File: config.mk
export PLATFORM = sky130hd
export DESIGN_NAME = ng_time_pulse_gen
export DESIGN_NICKNAME = d
export VERILOG_FILES = /design/src/rtl/ng_time_pulse_gen.sv
export SDC_FILE = /design/constraint.sdc
export NUM_CORES = 1
export LEC_CHECK = 0
export CAP_MARGIN = 10
export CORE_MARGIN = 2
export CORE_UTILIZATION = 42
export CTS_CLUSTER_DIAMETER = 100
export DETAILED_ROUTE_END_ITERATION = 10
export DONT_BUFFER_PORTS = 1
export SETUP_SLACK_MARGIN = 0.2
export SLEW_MARGIN = 0
export SYNTH_ARGS = -nofsm -noshare
export SYNTH_HDL_FRONTEND = slang
export SYNTH_SLANG_ARGS = --single-unit
File: constraint.sdc
create_clock -name CLK2 -period 3.6 [get_ports CLK2]
set_clock_uncertainty 0.15 [all_clocks]
set_input_delay 0.36 -clock CLK2 [delete_from_list [all_inputs] [get_ports CLK2]]
set_output_delay 0.36 -clock CLK2 [all_outputs]
set_load 0.05 [all_outputs]
File: src/rtl/ng_time_pulse_gen.sv
// Time pulse generator: steps the TP1..TP12 memory cycle with power-on,
// single-step release and memory-busy hold at TP6.
module ng_time_pulse_gen #(
   parameter int unsigned PWRON_CYCLES = 4,
   parameter int unsigned MCT_W        = 16
) (
   input  logic             CLK2,
   input  logic             GENRST,
   input  logic             START,
   input  logic             RUN,
   input  logic             STEP,
   input  logic             MEM_BUSY,
   output logic [3:0]       TPG,
   output logic             TP12_PULSE,
   output logic             STALLED,
   output logic [MCT_W-1:0] MCT_CNT
);

   typedef enum logic [3:0] {
      ST_STBY  = 4'd0,
      ST_PWRON = 4'd1,
      ST_TP1   = 4'd2,
      ST_TP2   = 4'd3,
      ST_TP3   = 4'd4,
      ST_TP4   = 4'd5,
      ST_TP5   = 4'd6,
      ST_TP6   = 4'd7,
      ST_TP7   = 4'd8,
      ST_TP8   = 4'd9,
      ST_TP9   = 4'd10,
      ST_TP10  = 4'd11,
      ST_TP11  = 4'd12,
      ST_TP12  = 4'd13,
      ST_SRLSE = 4'd14,
      ST_WAIT  = 4'd15
   } tp_state_e;

   localparam logic [7:0]       PWRON_LAST = 8'(PWRON_CYCLES - 1);
   localparam logic [MCT_W-1:0] MCT_ONE    = {{(MCT_W-1){1'b0}}, 1'b1};

   tp_state_e  state;
   tp_state_e  state_nxt;
   logic [7:0] pwron_cnt;
   logic       step_q;

   always_ff @(posedge CLK2) begin
      if (!GENRST) begin
         state <= ST_STBY;
      end else begin
         state <= state_nxt;
      end
   end

   always_ff @(posedge CLK2) begin
      if (!GENRST) begin
         pwron_cnt <= '0;
         step_q    <= 1'b0;
         MCT_CNT   <= '0;
      end else begin
         step_q <= STEP;
         if (state == ST_STBY) begin
            pwron_cnt <= '0;
         end else if (state == ST_PWRON && START) begin
            pwron_cnt <= pwron_cnt + 8'd1;
         end
         // A cycle only counts as completed when it leaves TP12 normally.
         if (state == ST_TP12 && START) begin
            MCT_CNT <= MCT_CNT + MCT_ONE;
         end
      end
   end

   always_comb begin
      state_nxt = state;
      if (!START) begin
         state_nxt = ST_STBY;
      end else begin
         case (state)
            ST_STBY:  state_nxt = ST_PWRON;
            ST_PWRON: if (pwron_cnt == PWRON_LAST) state_nxt = ST_TP1;
            ST_TP1, ST_TP2, ST_TP3, ST_TP4, ST_TP5,
            ST_TP7, ST_TP8, ST_TP9, ST_TP10, ST_TP11:
               state_nxt = tp_state_e'(state + 4'd1);
            ST_TP6:   if (!MEM_BUSY) state_nxt = ST_TP7;
            ST_TP12:  state_nxt = RUN ? ST_TP1 : ST_SRLSE;
            // Requiring STEP low first stops a held step releasing repeatedly.
            ST_SRLSE: if (!STEP) state_nxt = ST_WAIT;
            ST_WAIT:  if (RUN || (STEP && !step_q)) state_nxt = ST_TP1;
            default:  state_nxt = ST_STBY;
         endcase
      end
   end

   always_comb begin
      TPG        = state;
      TP12_PULSE = (state == ST_TP12);
      STALLED    = (state == ST_TP6) && MEM_BUSY;
   end

endmodule
==> results.yml, run 1 <==
status:
  status: "finished clean"
timing:
  setup_viol: 0
  worstMarginPinSlew_ns: 0.642
  finalCritPeriodShare_pct: 76.1
  finalHoldViolations: 0
  max_freq_mhz: 365
  fin_setup_tns_ns: 0
  finalWorstSetupSlack_ns: 0.861
  period_minus_slack_ns: 2.74
  final-max-slew-violation-count: 0
  rsz0062_at_grt: "no"
  maxSlewHeadroom_pct: 57.2
power_and_ir_drop:
  power_uw: 635
  pwr-share-comb_pct: 7.0
  ir_worst_vdd_v: 0.000217
  sequentialPowerShare_pct: 51.5
  swShare_pct: 22.8
  p_leak_nw: 0.635
  p_clk_share_pct: 41.5
  p_per_area_nw_per_um2: 371
  p_sw_uw: 145
  intPower_uw: 490
setup_path:
  path_class: "flop to flop"
  setup.worst_path.start: "TPG[1]"
  reg2regPathDepth: 7
  critical_path.startpoint_type: "flop"
  cp-end-kind: "flop"
  crit_end: "MCT_CNT[13]"
  worstPathMaxFanout: 10
  r2r_end: "MCT_CNT[13]"
  worstPathArrival_ns: 2.73
  reg2reg_slack_ns: 0.86
  crit_required_ns: 3.59
  r2r-start: "TPG[1]"
routing:
  vias: 1293
  wl_per_cell_um: 13.2
  drt-pass1-iter-count: 4
  ant_nets: 0
  wirelength_um: 3120
  drt-initial-drc-count: 86
  post-route-drc-count: 0
  via_per_inst: 5.46
die:
  die_area_um2: 4250
  core_um2: 3630
  die_height_um: 65.2
  row_count: 22
  initial_core_util_pct: 43.3
  die_w_um: 65.2
  ioPinCount: 28
place:
  port_buffers: 0
  place.gp.congestion: 0.871
  pre_cts_slack_ns: 0.880
  hpwl_um: 2280
grt:
  grt_overflow_total: 0
  grt_util_all_layers_pct: 16.1
  grt_pass1_wl_um: 5490
  grt_start_max_net_pins: 23
  antenna_found_initial: 0
  grt_pass1_vias: 1271
synthesis:
  yosysSeqAreaShare_pct: 36.9
  yosys.area.top_type: "dfxtp_1"
  synth_ff_type: "dfxtp_1"
  yosys.area_share.adder_pct: 4.78
  synth.top_cell.area_share_pct: 36.9
  synth_xor_xnor_area_share_pct: 11.1
  avgSynthCellArea_um2: 8.49
  synth_cells: 185
  synth_compound_area_share_pct: 10.0
  ys_types: 41
  ys_async_sr_fraction_pct: 0
  synth_enable_flop_cells: 0
  synth.ff_latch_count: 29
  ys_warn_count: 0
  muxShareOfSynthArea_pct: 1.91
  synth_top_family_by_area: "simple AND/OR/NAND/NOR gates"
  synthesis.nets: 197
  synthSimpleGateAreaFrac_pct: 30.3
  synthesis.area_um2: 1570
  ys_top_cells_by_area: "dfxtp_1 37%, and2_1 6.0%, xnor2_1 5.6%, xor2_1 5.6%, ha_1 4.8%"
clocking:
  cts_tree: "yes"
  clk_latency_ns: 0.27
  cts_resized: 0
  cts_hold_buf: 0
  cts_root_buf: "clkbuf_8"
  cts_inserted_buffers: 5
  clock_sinks: 29
  cts_max_level: 2
  clk_pin_slew_ns: 0.06
  post_cts_buffers: 0
  clockBufferDepth: 2
final_layout:
  final_cell_mix: "29 x dfxtp_1, 18 x nor2_1, 17 x nand2_1, 15 x and2_1"
  final_common_cell: "dfxtp_1"
  n_antenna_cell: 0
  fillCellCount: 371
  drive_gt1_share_pct: 8.47
  syn_to_final_growth_pct: 8.76
  layout.nets: 201
hold_path:
  min_path_type: "input pin to flop"
run:
  maxCapViolations: 0
-- worst max-delay path, stage by stage, from the launching register on --
cell and delay, ns:
dfxtp_1 0.52, inv_1 0.17, ha_1 0.37, and4_1 0.41, and4_4 0.29, or3b_4 0.42, o211ai_1 0.18, o31ai_1 0.10
-- cell usage after synthesis (3+ instances only) --
| library cell | instances |
|---|---|
| ha_1 | 6 |
| xor2_1 | 10 |
| o211ai_1 | 3 |
| clkbuf_1 | 5 |
| a21oi_1 | 6 |
| nand3_1 | 7 |
| xnor2_1 | 10 |
| and2_1 | 15 |
| dfxtp_1 | 29 |
| and4_1 | 3 |
| inv_1 | 8 |
| nand4_1 | 7 |
| mux2i_1 | 3 |
| nor2_1 | 18 |
| nor3_1 | 6 |
| nand2_1 | 17 |
| o31ai_1 | 3 |
-- state kept, by name, summed over array words and instances (netlist names) --
signal and flops:
step_q 1, TPG 4, pwron_cnt 8, MCT_CNT 16
-- kinds of logic after synthesis --
kind of cell    Yosys count
simple gates             88
flops                    29
compound gates           23
xor+xnor                 20
buf+inv                  16
fa+ha+maj                 6
mux                       3
-- stage by stage --
step / instance area [µm²] / utilization (%) / cells / hold slack, ns
global route: 1710 / 47.0 / 237 / 0.0588
CTS: 1710 / 47.0 / 237 / 0.0560
floorplan: 1570 / - / 185 / 0.329
detailed placement: 1620 / 44.7 / 230 / 0.337
global placement: 1620 / 44.7 / 230 / 0.334
finish: 1710 / 47.0 / 237 / 0.0641
-- layer usage --
metal  global-route usage [%]  wire length (µm)
met4                     6.77                 0
met5                        0                 0
met1                     17.6              1390
met2                     28.2              1560
met3                     5.65               172
-- layout make-up --
cell class	count	area [µm²]	area share, %
inverters	8	30.0	1.76
flip-flops and latches	29	581	34.0
multi-input cells	140	915	53.5
repair buffers	5	37.5	2.20
well taps	48	60.1	3.51
clock buffers	7	86.3	5.05
-- power groups by stage --
stage          Sequential [mW]  Clock (mW)  Combinational [mW]
6_report                 0.327       0.263              0.0444
5_1_grt                  0.327       0.283              0.0503
4_1_cts                  0.327       0.269              0.0440
3_5_place_dp             0.334           0              0.0438
3_3_place_gp             0.334           0              0.0439
2_1_floorplan            0.338           0              0.0340
-- how the worst min path moves through the flow --
stage	end	cells after the start	startpoint
6_report	MCT_CNT[10]	1	GENRST
5_1_grt	MCT_CNT[4]	1	GENRST
4_1_cts	MCT_CNT[2]	1	GENRST
3_5_place_dp	MCT_CNT[11]	1	GENRST
3_3_place_gp	MCT_CNT[9]	1	GENRST
2_1_floorplan	pwron_cnt[1]	2	pwron_cnt[1]
No activity file was read; power rests on OpenSTA's default activity.
==> inputs of run 2 (changes only) <==
==> constraint.sdc (replaced) <==
create_clock -name CLK2 -period 2.28 [get_ports CLK2]
set_clock_uncertainty 0.15 [all_clocks]
set_input_delay 0.228 -clock CLK2 [delete_from_list [all_inputs] [get_ports CLK2]]
set_output_delay 0.228 -clock CLK2 [all_outputs]
set_load 0.05 [all_outputs]
==> run 2 against run 1 <==
Sequential cell count did not move. Core utilization rose by 6.7 points. Register-to-register slack got worse by 0.60 ns. Sequential share of layout area fell by 3.7 points. Routed wire length rose by 17%. Combinational power rose by 110%. Clock power rose by 57%. Sequential power rose by 58%. Final area rose by 14%. Critical path type unchanged. Largest cell class unchanged. Largest power group unchanged.
==> results.yml, run 2 (synthesis results as in run 1) <==
die:
  initial_core_util_pct: 43.3
  die_area_um2: 4250
  ioPinCount: 28
  die_height_um: 65.2
  core_um2: 3630
  row_count: 22
  die_w_um: 65.2
routing:
  wirelength_um: 3640
  wl_per_cell_um: 13.9
  ant_nets: 0
  post-route-drc-count: 0
  drt-initial-drc-count: 83
  vias: 1411
  drt-pass1-iter-count: 5
  via_per_inst: 5.39
clocking:
  cts_tree: "yes"
  clk_pin_slew_ns: 0.07
  clk_latency_ns: 0.28
  clockBufferDepth: 2
  cts_inserted_buffers: 5
  cts_max_level: 2
  clock_sinks: 29
  cts_root_buf: "clkbuf_8"
grt:
  grt_pass1_wl_um: 6330
  grt_overflow_total: 0
  grt_start_max_net_pins: 21
  grt_pass1_vias: 1434
  antenna_found_initial: 0
  grt_util_all_layers_pct: 18.8
final_layout:
  layout.nets: 225
  fillCellCount: 345
  drive_gt1_share_pct: 22.9
  regMostFlops: "MCT_CNT"
  n_antenna_cell: 0
  largest_reg_flops: 16
  syn_to_final_growth_pct: 24.2
  final_common_cell: "buf_4"
  fin_util_pct: 53.7
  final_cell_mix: "26 x buf_4, 25 x dfxtp_1, 18 x nor2_1, 17 x nand2_1, 15 x and2_1"
power_and_ir_drop:
  swShare_pct: 26.0
  intPower_uw: 757
  sequentialPowerShare_pct: 50.5
  p_clk_share_pct: 40.4
  ir_worst_vdd_v: 0.000222
  pwr-share-comb_pct: 9.2
  p_sw_uw: 266
  p_per_area_nw_per_um2: 524
  p_leak_nw: 0.783
setup_path:
  cp-end-kind: "flop"
  critical_path.startpoint_type: "flop"
  worstPathArrival_ns: 2.08
  worstPathMaxFanout: 6
  crit_required_ns: 2.34
  path_class: "flop to flop"
  reg2regPathDepth: 7
timing:
  worstMarginPinSlew_ns: 0.604
  finalHoldViolations: 0
  final-max-slew-violation-count: 0
  finalCritPeriodShare_pct: 88.3
  setup_viol: 0
  holdWs_ns: 0.0230
  period_minus_slack_ns: 2.01
  max_freq_mhz: 497
  fin_setup_tns_ns: 0
  maxSlewHeadroom_pct: 59.6
  rsz0062_at_grt: "yes"
hold_path:
  min_path_type: "input pin to flop"
  whs_path_depth: 2
run:
  maxCapViolations: 0
place:
  port_buffers: 0
  place.gp.congestion: 0.839
  hpwl_um: 2610
status:
  status: "finished clean"
run 2: changes by cell type in the layout (fill, tap and decap cells not counted), sizes merged:
cell | previous run | this run
buf | 5 | 26
clkbuf | 7 | 5
clkinv | 0 | 2
clkinvlp | 0 | 1
dlygate4sd3 | 0 | 3
run 2: area by class of cell:
type	instances	area, µm²	share of cell area, %
Clock inverter	3	17.5	0.897
Tap cell	48	60.1	3.08
Clock buffer	5	68.8	3.53
Inverter	8	32.5	1.67
Sequential cell	29	591	30.3
Multi-Input combinational cell	140	957	49.0
Timing Repair Buffer	29	225	11.5
run 2: path summary, 6_finish.rpt:
kind / start / slack (ns) / endpoint
setup / recovery: TPG[1] / 0.27 / MCT_CNT[15]
hold reg to reg: pwron_cnt[7] / 0.39 / pwron_cnt[7]
setup reg to reg: TPG[1] / 0.27 / MCT_CNT[15]
hold / removal: START / 0.02 / TPG[0]
run 2: power by group through the flow:
stage / Combinational [mW] / Sequential, mW / Clock [mW]
finish: 0.0939 / 0.516 / 0.413
global route: 0.103 / 0.516 / 0.448
CTS: 0.0910 / 0.516 / 0.426
detailed placement: 0.0784 / 0.527 / 0
floorplan: 0.0551 / 0.535 / 0
global placement: 0.0778 / 0.526 / 0
run 2: stage by stage:
stage | instances | total power, mW | area [µm²] | worst slack [ns]
detailed placement | 248 | 0.606 | 1790 | 0.208
floorplan | 185 | 0.590 | 1600 | 0.0721
CTS | 261 | 1.03 | 1920 | 0.246
global placement | 248 | 0.604 | 1790 | 0.237
finish | 262 | 1.02 | 1950 | 0.266
global route | 262 | 1.07 | 1950 | 0.157
run 2: what timing repair did:
item | CTS | global route
hold endpoints to repair | 18 | 0
hold buffers | 3 | 0
gates resized for setup | 0 | 5
setup buffers | 2 | 1
endpoints found under the setup margin | 1 | 12
pin swaps | 0 | 2
run 2: critical path, cell delays in order (launching register included):
cell	delay, ns
dfxtp_4	0.37
inv_4	0.07
ha_4	0.14
and4_1	0.21
and4_4	0.25
or3b_4	0.43
nor3_4	0.14
mux2i_1	0.18
run 2: layer usage:
metal / share of wire [%] / vias up / wire, µm / track usage (%)
li1: - / 692 / - / -
met1: 43 / 667 / 1570 / 21.0
met2: 49 / 40 / 1800 / 33.7
met3: 5.3 / 12 / 193 / 4.28
met4: 2.2 / 0 / 79 / 8.85
met5: 0 / - / 0 / 0
==> inputs of run 3 (changes only) <==
--- a/config.mk
+++ b/config.mk
@@ -9,6 +9,7 @@
 export CORE_MARGIN = 2
 export CORE_UTILIZATION = 42
 export CTS_CLUSTER_DIAMETER = 100
+export CTS_CLUSTER_SIZE = 28
 export DETAILED_ROUTE_END_ITERATION = 10
 export DONT_BUFFER_PORTS = 1
 export SETUP_SLACK_MARGIN = 0.2
==> results of run 3 <==
The final DEF is identical to that of run 2; final timing and power are the same.
